`src/rtl/evento_pontos.sv`:
```
// Scoring-event front end: synchronizes and debounces three active-low point
// buttons, then offers exactly one +1/+2/+3 event per accepted press through a
// valid/ready handshake. Presses of two or more buttons are discarded with a
// one-cycle rejeitado pulse.
module evento_pontos #(
    parameter int unsigned DEB_CYCLES = 50000
) (
    input  logic       clk,
    input  logic       reset,
    input  logic [2:0] btn,
    input  logic       sinal,
    input  logic       ready,
    output logic       valid,
    output logic [1:0] pontos,
    output logic       sub,
    output logic       rejeitado
);

    localparam logic [15:0] CountLast = 16'(DEB_CYCLES - 1);

    typedef enum logic [1:0] {
        IDLE,
        DEBOUNCE,
        ISSUE,
        RELEASE
    } state_t;

    logic [2:0]  btnMeta_q;
    logic [2:0]  btnSync_q;
    logic        sinalMeta_q;
    logic        sinalSync_q;
    logic [2:0]  press;

    state_t      state_q, state_d;
    logic [15:0] count_q, count_d;
    logic [2:0]  cand_q, cand_d;
    logic        valid_q, valid_d;
    logic [1:0]  pontos_q, pontos_d;
    logic        sub_q, sub_d;
    logic        rej_q, rej_d;
    logic [1:0]  candValue;

    // Point value of a single-button candidate; zero marks a multi-button press.
    function automatic logic [1:0] pointValue(input logic [2:0] v);
        logic [1:0] r;
        case (v)
            3'b001:  r = 2'd1;
            3'b010:  r = 2'd2;
            3'b100:  r = 2'd3;
            default: r = 2'd0;
        endcase
        return r;
    endfunction

    assign press     = ~btnSync_q;
    assign candValue = pointValue(cand_q);

    // Two-flop synchronizers; buttons come back to the released level on reset.
    always_ff @(posedge clk) begin
        if (!reset) begin
            btnMeta_q   <= 3'b111;
            btnSync_q   <= 3'b111;
            sinalMeta_q <= 1'b1;
            sinalSync_q <= 1'b1;
        end else begin
            btnMeta_q   <= btn;
            btnSync_q   <= btnMeta_q;
            sinalMeta_q <= sinal;
            sinalSync_q <= sinalMeta_q;
        end
    end

    // State, stability counter, candidate and registered outputs.
    always_ff @(posedge clk) begin
        if (!reset) begin
            state_q  <= IDLE;
            count_q  <= '0;
            cand_q   <= '0;
            valid_q  <= 1'b0;
            pontos_q <= '0;
            sub_q    <= 1'b0;
            rej_q    <= 1'b0;
        end else begin
            state_q  <= state_d;
            count_q  <= count_d;
            cand_q   <= cand_d;
            valid_q  <= valid_d;
            pontos_q <= pontos_d;
            sub_q    <= sub_d;
            rej_q    <= rej_d;
        end
    end

    // Debounce, issue and release sequencing; the counter is cleared on every transition.
    always_comb begin
        state_d  = state_q;
        count_d  = count_q;
        cand_d   = cand_q;
        valid_d  = valid_q;
        pontos_d = pontos_q;
        sub_d    = sub_q;
        rej_d    = 1'b0;
        case (state_q)
            IDLE: begin
                count_d = '0;
                if (press != 3'b000) begin
                    cand_d  = press;
                    state_d = DEBOUNCE;
                end
            end
            DEBOUNCE: begin
                if (press == 3'b000) begin
                    count_d = '0;
                    state_d = IDLE;
                end else if (press != cand_q) begin
                    cand_d  = press;
                    count_d = '0;
                end else if (count_q == CountLast) begin
                    count_d = '0;
                    if (candValue != 2'd0) begin
                        valid_d  = 1'b1;
                        pontos_d = candValue;
                        sub_d    = sinalSync_q;
                        state_d  = ISSUE;
                    end else begin
                        rej_d   = 1'b1;
                        state_d = RELEASE;
                    end
                end else begin
                    count_d = count_q + 16'd1;
                end
            end
            ISSUE: begin
                count_d = '0;
                if (ready) begin
                    valid_d  = 1'b0;
                    pontos_d = '0;
                    sub_d    = 1'b0;
                    state_d  = RELEASE;
                end
            end
            RELEASE: begin
                if (press != 3'b000) begin
                    count_d = '0;
                end else if (count_q == CountLast) begin
                    count_d = '0;
                    state_d = IDLE;
                end else begin
                    count_d = count_q + 16'd1;
                end
            end
            default: begin
                count_d = '0;
                state_d = IDLE;
            end
        endcase
    end

    assign valid     = valid_q;
    assign pontos    = pontos_q;
    assign sub       = sub_q;
    assign rejeitado = rej_q;

endmodule

```
`config.mk`:
```
export PLATFORM = sky130hd
export DESIGN_NAME = evento_pontos
export DESIGN_NICKNAME = d
export VERILOG_FILES = /design/src/rtl/evento_pontos.sv
export SDC_FILE = /design/constraint.sdc
export NUM_CORES = 1
export LEC_CHECK = 0
export ABC_AREA = 1
export CORE_ASPECT_RATIO = 0.8
export CORE_UTILIZATION = 55
export CTS_CLUSTER_DIAMETER = 60
export DETAILED_ROUTE_END_ITERATION = 8
export GPL_ROUTABILITY_DRIVEN = 0
export MAX_ROUTING_LAYER = met4
export PLACE_DENSITY = 0.83
export SYNTH_ARGS = -nofsm -noshare
export SYNTH_HDL_FRONTEND = slang
export SYNTH_SLANG_ARGS = --single-unit
```
`constraint.sdc`:
```
create_clock -name clk -period 3.2 [get_ports clk]
set_input_delay 0.64 -clock clk [delete_from_list [all_inputs] [get_ports clk]]
set_output_delay 0.64 -clock clk [all_outputs]
set_load 0.02 [all_outputs]
```
==> metrics.txt, run 1 <==
status finished clean; ANT cells 0; H-tree Lvls 2; syn avg cell area 7.33 sq um; RSZ-0062 raised after global routing false; cts bufs inserted 5; Post-DP HPWL 2.04 mm; Relative slew margins 73.9%; PD cells 453 nW/um^2; r2r setup slk 1.62 ns; area delta synth->final 12.7%; final antenna-violating net count 0; clock power share between 30% and 40%; largest net degree at the start of global routing 17; hold path depth 1; Clock Sinks 34; Slew Viols, Final 0; CTS tree built; number of I/O pins 12; RR Startpoint cand_q[0]$_SDFFE_PN0P_; Clock Path Buffers 2; crit path DAT between 1 and 1.5 ns; die area 3080 sq um; internal cell power 586 uW; cell count after synthesis ~220; sequential-to-total area share from yosys stat 43.2%; post_cts resized 0; worst-skew pair later-pin latency 0.34 ns; Die Wd around 62 um; max_cap viols 0; Slowest-stage cell, CP clkdlybuf4s50_1; Final period util 60.4%; Vias 1314; Via density 4.90; Hold Path Origin btnMeta_q[2]$_SDFF_PN1_; Non-Filler Instances around 270; Hold Buf Count CTS 0; Initial Utilization 61.0%; Hold Path Sink btnSync_q[2]$_SDFF_PN1_; Avg WL per Cell 10.5 um; Seq pwr share roughly 56%; DRC viols 0; Sw Share 27.1%; crit path kind flip-flop to output pin; Syn Nets 223; number of nets in the layout 239; r2r endpoint count_q[7]$_SDFF_PN0_; FF+latch count, synth 34; Largest stage delay, worst path around 0.6 ns; Worst R2R Path Depth 8; Sw Pwr between 200 and 250 uW; final-report hold violation count 0; Design Area, Final 1780 sq um; combinational share of power 13.6%; # rows 16; Syn. warnings 0; root buffer cell clkbuf_4; DRT iter0 DRCs 71; routed wire length 2.81 mm; first-pass GRT wire length 4.74 mm; post-CTS setup repair buffer count 0; Chip Height 49.9 um; grt ovf 0; Crit path required time 2.56 ns; buffers added on ports 11; min-delay worst type flip-flop to flip-flop; Clock Skew ~0.0073 ns; final core occ 68.8%; Worst setup SP type flip-flop; # placed instances 260; WP depth 1; Highest Clock Rate 0.518 GHz; initial antenna violation count 0; mapped cell area 1580 sq um; Clk pin slew, worst setup/hold paths about 0.10 ns; Least-Margin Pin Slew 0.391 ns; endpoints failing setup 0; setup total negative slack 0 ns; crit-path leading delay family buffers and inverters; crit-path cells clkdlybuf4s50_1; Synth cell types 26; commonest cells after routing, fill and taps aside 42 x nand2_1, 34 x dfxtp_1, 33 x nor2_1, 30 x inv_1, 14 x nand3_1; crit path max fanout 2; crit path time final 1.93 ns; Worst VDD drop 0.316 mV; share of layout cells above drive strength 1 10.3%; FILL cells 217; Setup crit end kind output pin; Placed Area 1720 sq um; all-layer global routing usage around 22%; leakage 0.000732 uW; area of the core 2580 sq um; most common cell after layout, fill and taps aside nand2_1; Buf+Inv Stages, Crit Path 1; vias in the first global route about 1100; Pre-antenna DRT Iters 4
[cell usage after synthesis]
master    count  area share (%)
nand2_2       1            0.40
nor3_1        7             2.2
a21boi_2      1            0.71
a21boi_0      1            0.48
nand4_1       4             1.6
o21ai_0       7             2.2
a21oi_1      10             3.2
xor2_1        6             3.3
nor2_1       33             7.9
ha_1          1            0.79
nor2_2        2            0.79
nand3_1      14             4.4
nand2_1      42              10
a31oi_1       1            0.40
clkbuf_1      1            0.24
nand3_2       1            0.64
xnor2_1       4             2.2
o21ai_2       1            0.56
buf_6         1            0.71
nor4_1        2            0.79
nor2_4        1            0.71
inv_1        30             7.1
dfxtp_1      34              43
nand3_4       1             1.1
or2_2         8             3.2
nor3_4        1             1.0
[power groups by stage]
stage	logic [uW]	registers, uW	clock network [uW]
after global placement	107	461	0
after global routing	123	453	269
after floorplan	76.9	462	0
after detailed placement	108	461	0
final	109	451	243
after CTS	110	451	250
[sequential cells by signal, indices dropped and copies added (netlist names), named ones only]
name,count
state_q,1
sinalMeta_q,1
cand_q,3
sinalSync_q,1
count_q,16
pontos,2
btnSync_q,3
rejeitado,1
sub,1
btnMeta_q,3
valid,1
[layer usage]
layer,vias to the layer above,share of wire (%),global-route usage (%)
li1,711,-,-
met1,569,54,29.3
met2,26,40,29.2
met3,8,4.7,7.87
met4,0,1.9,11.1
met5,-,0,-
[worst max-delay path by stage]
stage,end,start,slack (ns)
2_1_floorplan,count_q[10]$_SDFF_PN0_,count_q[0]$_SDFF_PN0_,1.80
3_3_place_gp,btnSync_q[0]$_SDFF_PN1_,reset,1.26
3_5_place_dp,btnMeta_q[0]$_SDFF_PN1_,reset,1.28
4_1_cts,valid,valid$_SDFFE_PN0P_,1.26
5_1_grt,pontos[0],pontos[0]$_SDFFE_PN0P_,1.21
6_report,valid,valid$_SDFFE_PN0P_,1.27
[layout make-up]
| cell class | count | area (sq um) | share of cell area, % |
|---|---|---|---|
| tap | 36 | 45.0 | 2.54 |
| timing repair buffer | 11 | 110 | 6.20 |
| clock inverter | 1 | 5.00 | 0.282 |
| multi-input combinational | 149 | 767 | 43.2 |
| inverter | 30 | 113 | 6.34 |
| clock buffer | 7 | 55.1 | 3.10 |
| sequential | 34 | 681 | 38.3 |
[cell families (layout without fill, tap and decap cells)]
family                     Yosys count  after routing  synth area share [%]
adders and majority gates            1              1                 0.794
xor gates and xnor gates            10             10                  5.56
buffers and inverters               32             49                  8.10
DFF                                 34             34                  43.2
AOI/OAI and AO/OA                   21             21                  7.55
and+or+nand+nor                    117            117                  34.8
[metrics by stage]
| step | hold WS (ns) | total power (uW) | setup WS (ns) |
|---|---|---|---|
| final | 0.420 | 804 | 1.27 |
| after global routing | 0.443 | 845 | 1.21 |
| after CTS | 0.424 | 811 | 1.26 |
| after detailed placement | 0.399 | 569 | 1.28 |
| after global placement | 0.394 | 568 | 1.26 |
| after floorplan | 0.393 | 539 | 1.80 |
Note: power is estimated with default switching activity, not from simulation.
==> run 2: changes to the inputs <==
--- a/config.mk
+++ b/config.mk
@@ -7,12 +7,12 @@
 export LEC_CHECK = 0
 export ABC_AREA = 1
 export CORE_ASPECT_RATIO = 0.8
-export CORE_UTILIZATION = 55
+export CORE_UTILIZATION = 51
 export CTS_CLUSTER_DIAMETER = 60
 export DETAILED_ROUTE_END_ITERATION = 8
 export GPL_ROUTABILITY_DRIVEN = 0
 export MAX_ROUTING_LAYER = met4
-export PLACE_DENSITY = 0.83
+export PLACE_DENSITY = 0.81
 export SYNTH_ARGS = -nofsm -noshare
 export SYNTH_HDL_FRONTEND = slang
 export SYNTH_SLANG_ARGS = --single-unit
==> constraint.sdc (replaced) <==
create_clock -name clk -period 1.7 [get_ports clk]
set_input_delay 0.34 -clock clk [delete_from_list [all_inputs] [get_ports clk]]
set_output_delay 0.34 -clock clk [all_outputs]
set_load 0.02 [all_outputs]
==> metrics.txt, run 2 (synthesis gave the netlist of run 1 again) <==
area delta synth->final 20.2%; Via density 4.96 (+1.1%); Clock Skew 0.00297 ns (-0.00434 ns); die area 3320 sq um (+7.6%); most common cell after layout, fill and taps aside nand2_1; Setup crit end kind output pin; all-layer global routing usage 20.2% (-1.9 points); Least-Margin Pin Slew 0.395 ns (+0.00480 ns); buffers added on ports 11 (unchanged); Post-DP HPWL 2.07 mm (+1.2%); PnR Total Power 1800 uW (+120%); grt ovf 0 (unchanged); initial antenna violation count 0 (unchanged); largest register by flop count count_q; routed wire length 3.00 mm (+7.0%); crit-path cells clkdlybuf4s50_1; ANT cells 0 (unchanged); number of flip-flops under the largest register name 16 (unchanged); DRT iter0 DRCs 55 (-23%); Die Wd 64.1 um (+3.7%); final core occ 66.4% (-2.3 points); vias in the first global route 1152 (+1.4%); Vias 1363 (+3.7%); RSZ-0062 raised after global routing false; area of the core 2850 sq um (+10%); Clk pin slew, worst setup/hold paths 0.07 ns (-0.03 ns); Final period util 91.9%; share of layout cells above drive strength 1 14.3% (+4.0 points); Worst VDD drop 0.592 mV (+87%); FILL cells 254 (+17%); final-report hold violation count 0 (unchanged); Initial Utilization 55.3% (-5.7 points); Chip Height 51.7 um (+3.7%); Largest stage delay, worst path 0.60 ns (about the same); Crit path required time 1.36 ns (-1.20 ns); Pre-antenna DRT Iters 4 (unchanged); Slowest-stage cell, CP clkdlybuf4s50_1; final antenna-violating net count 0 (unchanged); crit-path leading delay family buffers and inverters; Clock Path Buffers 2 (unchanged); cts bufs inserted 5 (unchanged); worst-skew pair later-pin latency 0.28 ns (-0.06 ns); commonest cells after routing, fill and taps aside 42 x nand2_1, 34 x dfxtp_1, 32 x nor2_1, 30 x inv_1, 13 x nand3_1; first-pass GRT wire length 4.89 mm (+3.1%); Relative slew margins 73.6% (-0.32 points); Avg WL per Cell 10.9 um (+4.3%); leakage 0.000784 uW (+7.1%); Highest Clock Rate 0.640 GHz; Hold Buf Count CTS 0 (unchanged); Buf+Inv Stages, Crit Path 1 (unchanged); crit path kind flip-flop to output pin; crit path max fanout 2 (unchanged); hold_ws 0.413 ns (-0.00631 ns); Worst setup SP type flip-flop; number of nets in the layout 244 (+2.1%); status finished clean; DRC viols 0 (unchanged); Slew Viols, Final 0 (unchanged); # rows 17 (+1); setup total negative slack 0 ns (unchanged); min-delay worst type flip-flop to flip-flop; crit path DAT 1.22 ns (-0.07 ns); PD cells 950 nW/um^2 (+110%); max_cap viols 0 (unchanged); H-tree Lvls 2 (unchanged); Clock Sinks 34 (unchanged); crit path time final 1.56 ns; endpoints failing setup 0 (unchanged); CTS tree built; root buffer cell clkbuf_8; largest net degree at the start of global routing 17 (unchanged); number of I/O pins 12 (unchanged)
-- run 2: changes by cell type in the layout (fill, tap and decap cells not counted), sizes merged --
| cell | previous run | this run |
|---|---|---|
| buf | 0 | 5 |
| clkbuf | 7 | 5 |
| bufinv | 0 | 1 |
| clkinv | 1 | 2 |
-- run 2: area by class of cell --
type                       instances  area, sq um  area share [%]
tap                               38         47.5            2.51
sequential                        34          681            36.0
multi-input combinational        149          783            41.4
clock inverter                     3         40.0            2.11
clock buffer                       5         68.8            3.64
inverter                          30          113            5.95
timing repair buffer              16          160            8.46
-- run 2: stage by stage --
stage          cells  instance area, sq um  setup slack [ns]
2_1_floorplan    215                  1580             0.299
3_3_place_gp     264                  1730             0.127
3_5_place_dp     264                  1730            0.0733
4_1_cts          272                  1840             0.126
5_1_grt          275                  1890           0.00663
6_report         275                  1890             0.137
-- run 2: routing by layer --
layer  part of all wire [%]  up-vias  global-route usage [%]
met5                      0        -                       -
met3                    3.5        5                    4.61
met1                     51      618                    25.9
li1                       -      720                       -
met2                     44       20                    31.4
met4                    1.0        0                    7.78
-- run 2: power breakdown --
part / leakage (uW) / switching, uW / internal (uW) / total (uW)
registers: 0.000277 / 24.7 / 826 / 850
logic: 0.000449 / 135 / 91.7 / 227
clock network: 0.0000579 / 289 / 431 / 720
-- run 2: final timing paths --
| kind | from | endpoint | slack, ns | cells after the start |
|---|---|---|---|---|
| min reg2reg | btnMeta_q[2]$_SDFF_PN1_ | btnSync_q[2]$_SDFF_PN1_ | 0.41 | 1 |
| max | pontos[0]$_SDFFE_PN0P_ | pontos[0] | 0.14 | 1 |
| max reg2reg | cand_q[0]$_SDFFE_PN0P_ | count_q[14]$_SDFF_PN0_ | 0.15 | 9 |
| min | btnMeta_q[2]$_SDFF_PN1_ | btnSync_q[2]$_SDFF_PN1_ | 0.41 | 1 |
-- run 2: repair_timing --
item | CTS | global route
endpoints found under the setup margin | 0 | 8
setup buffers | 0 | 3
resized for setup | 0 | 4
endpoints found under the hold margin | 0 | 0
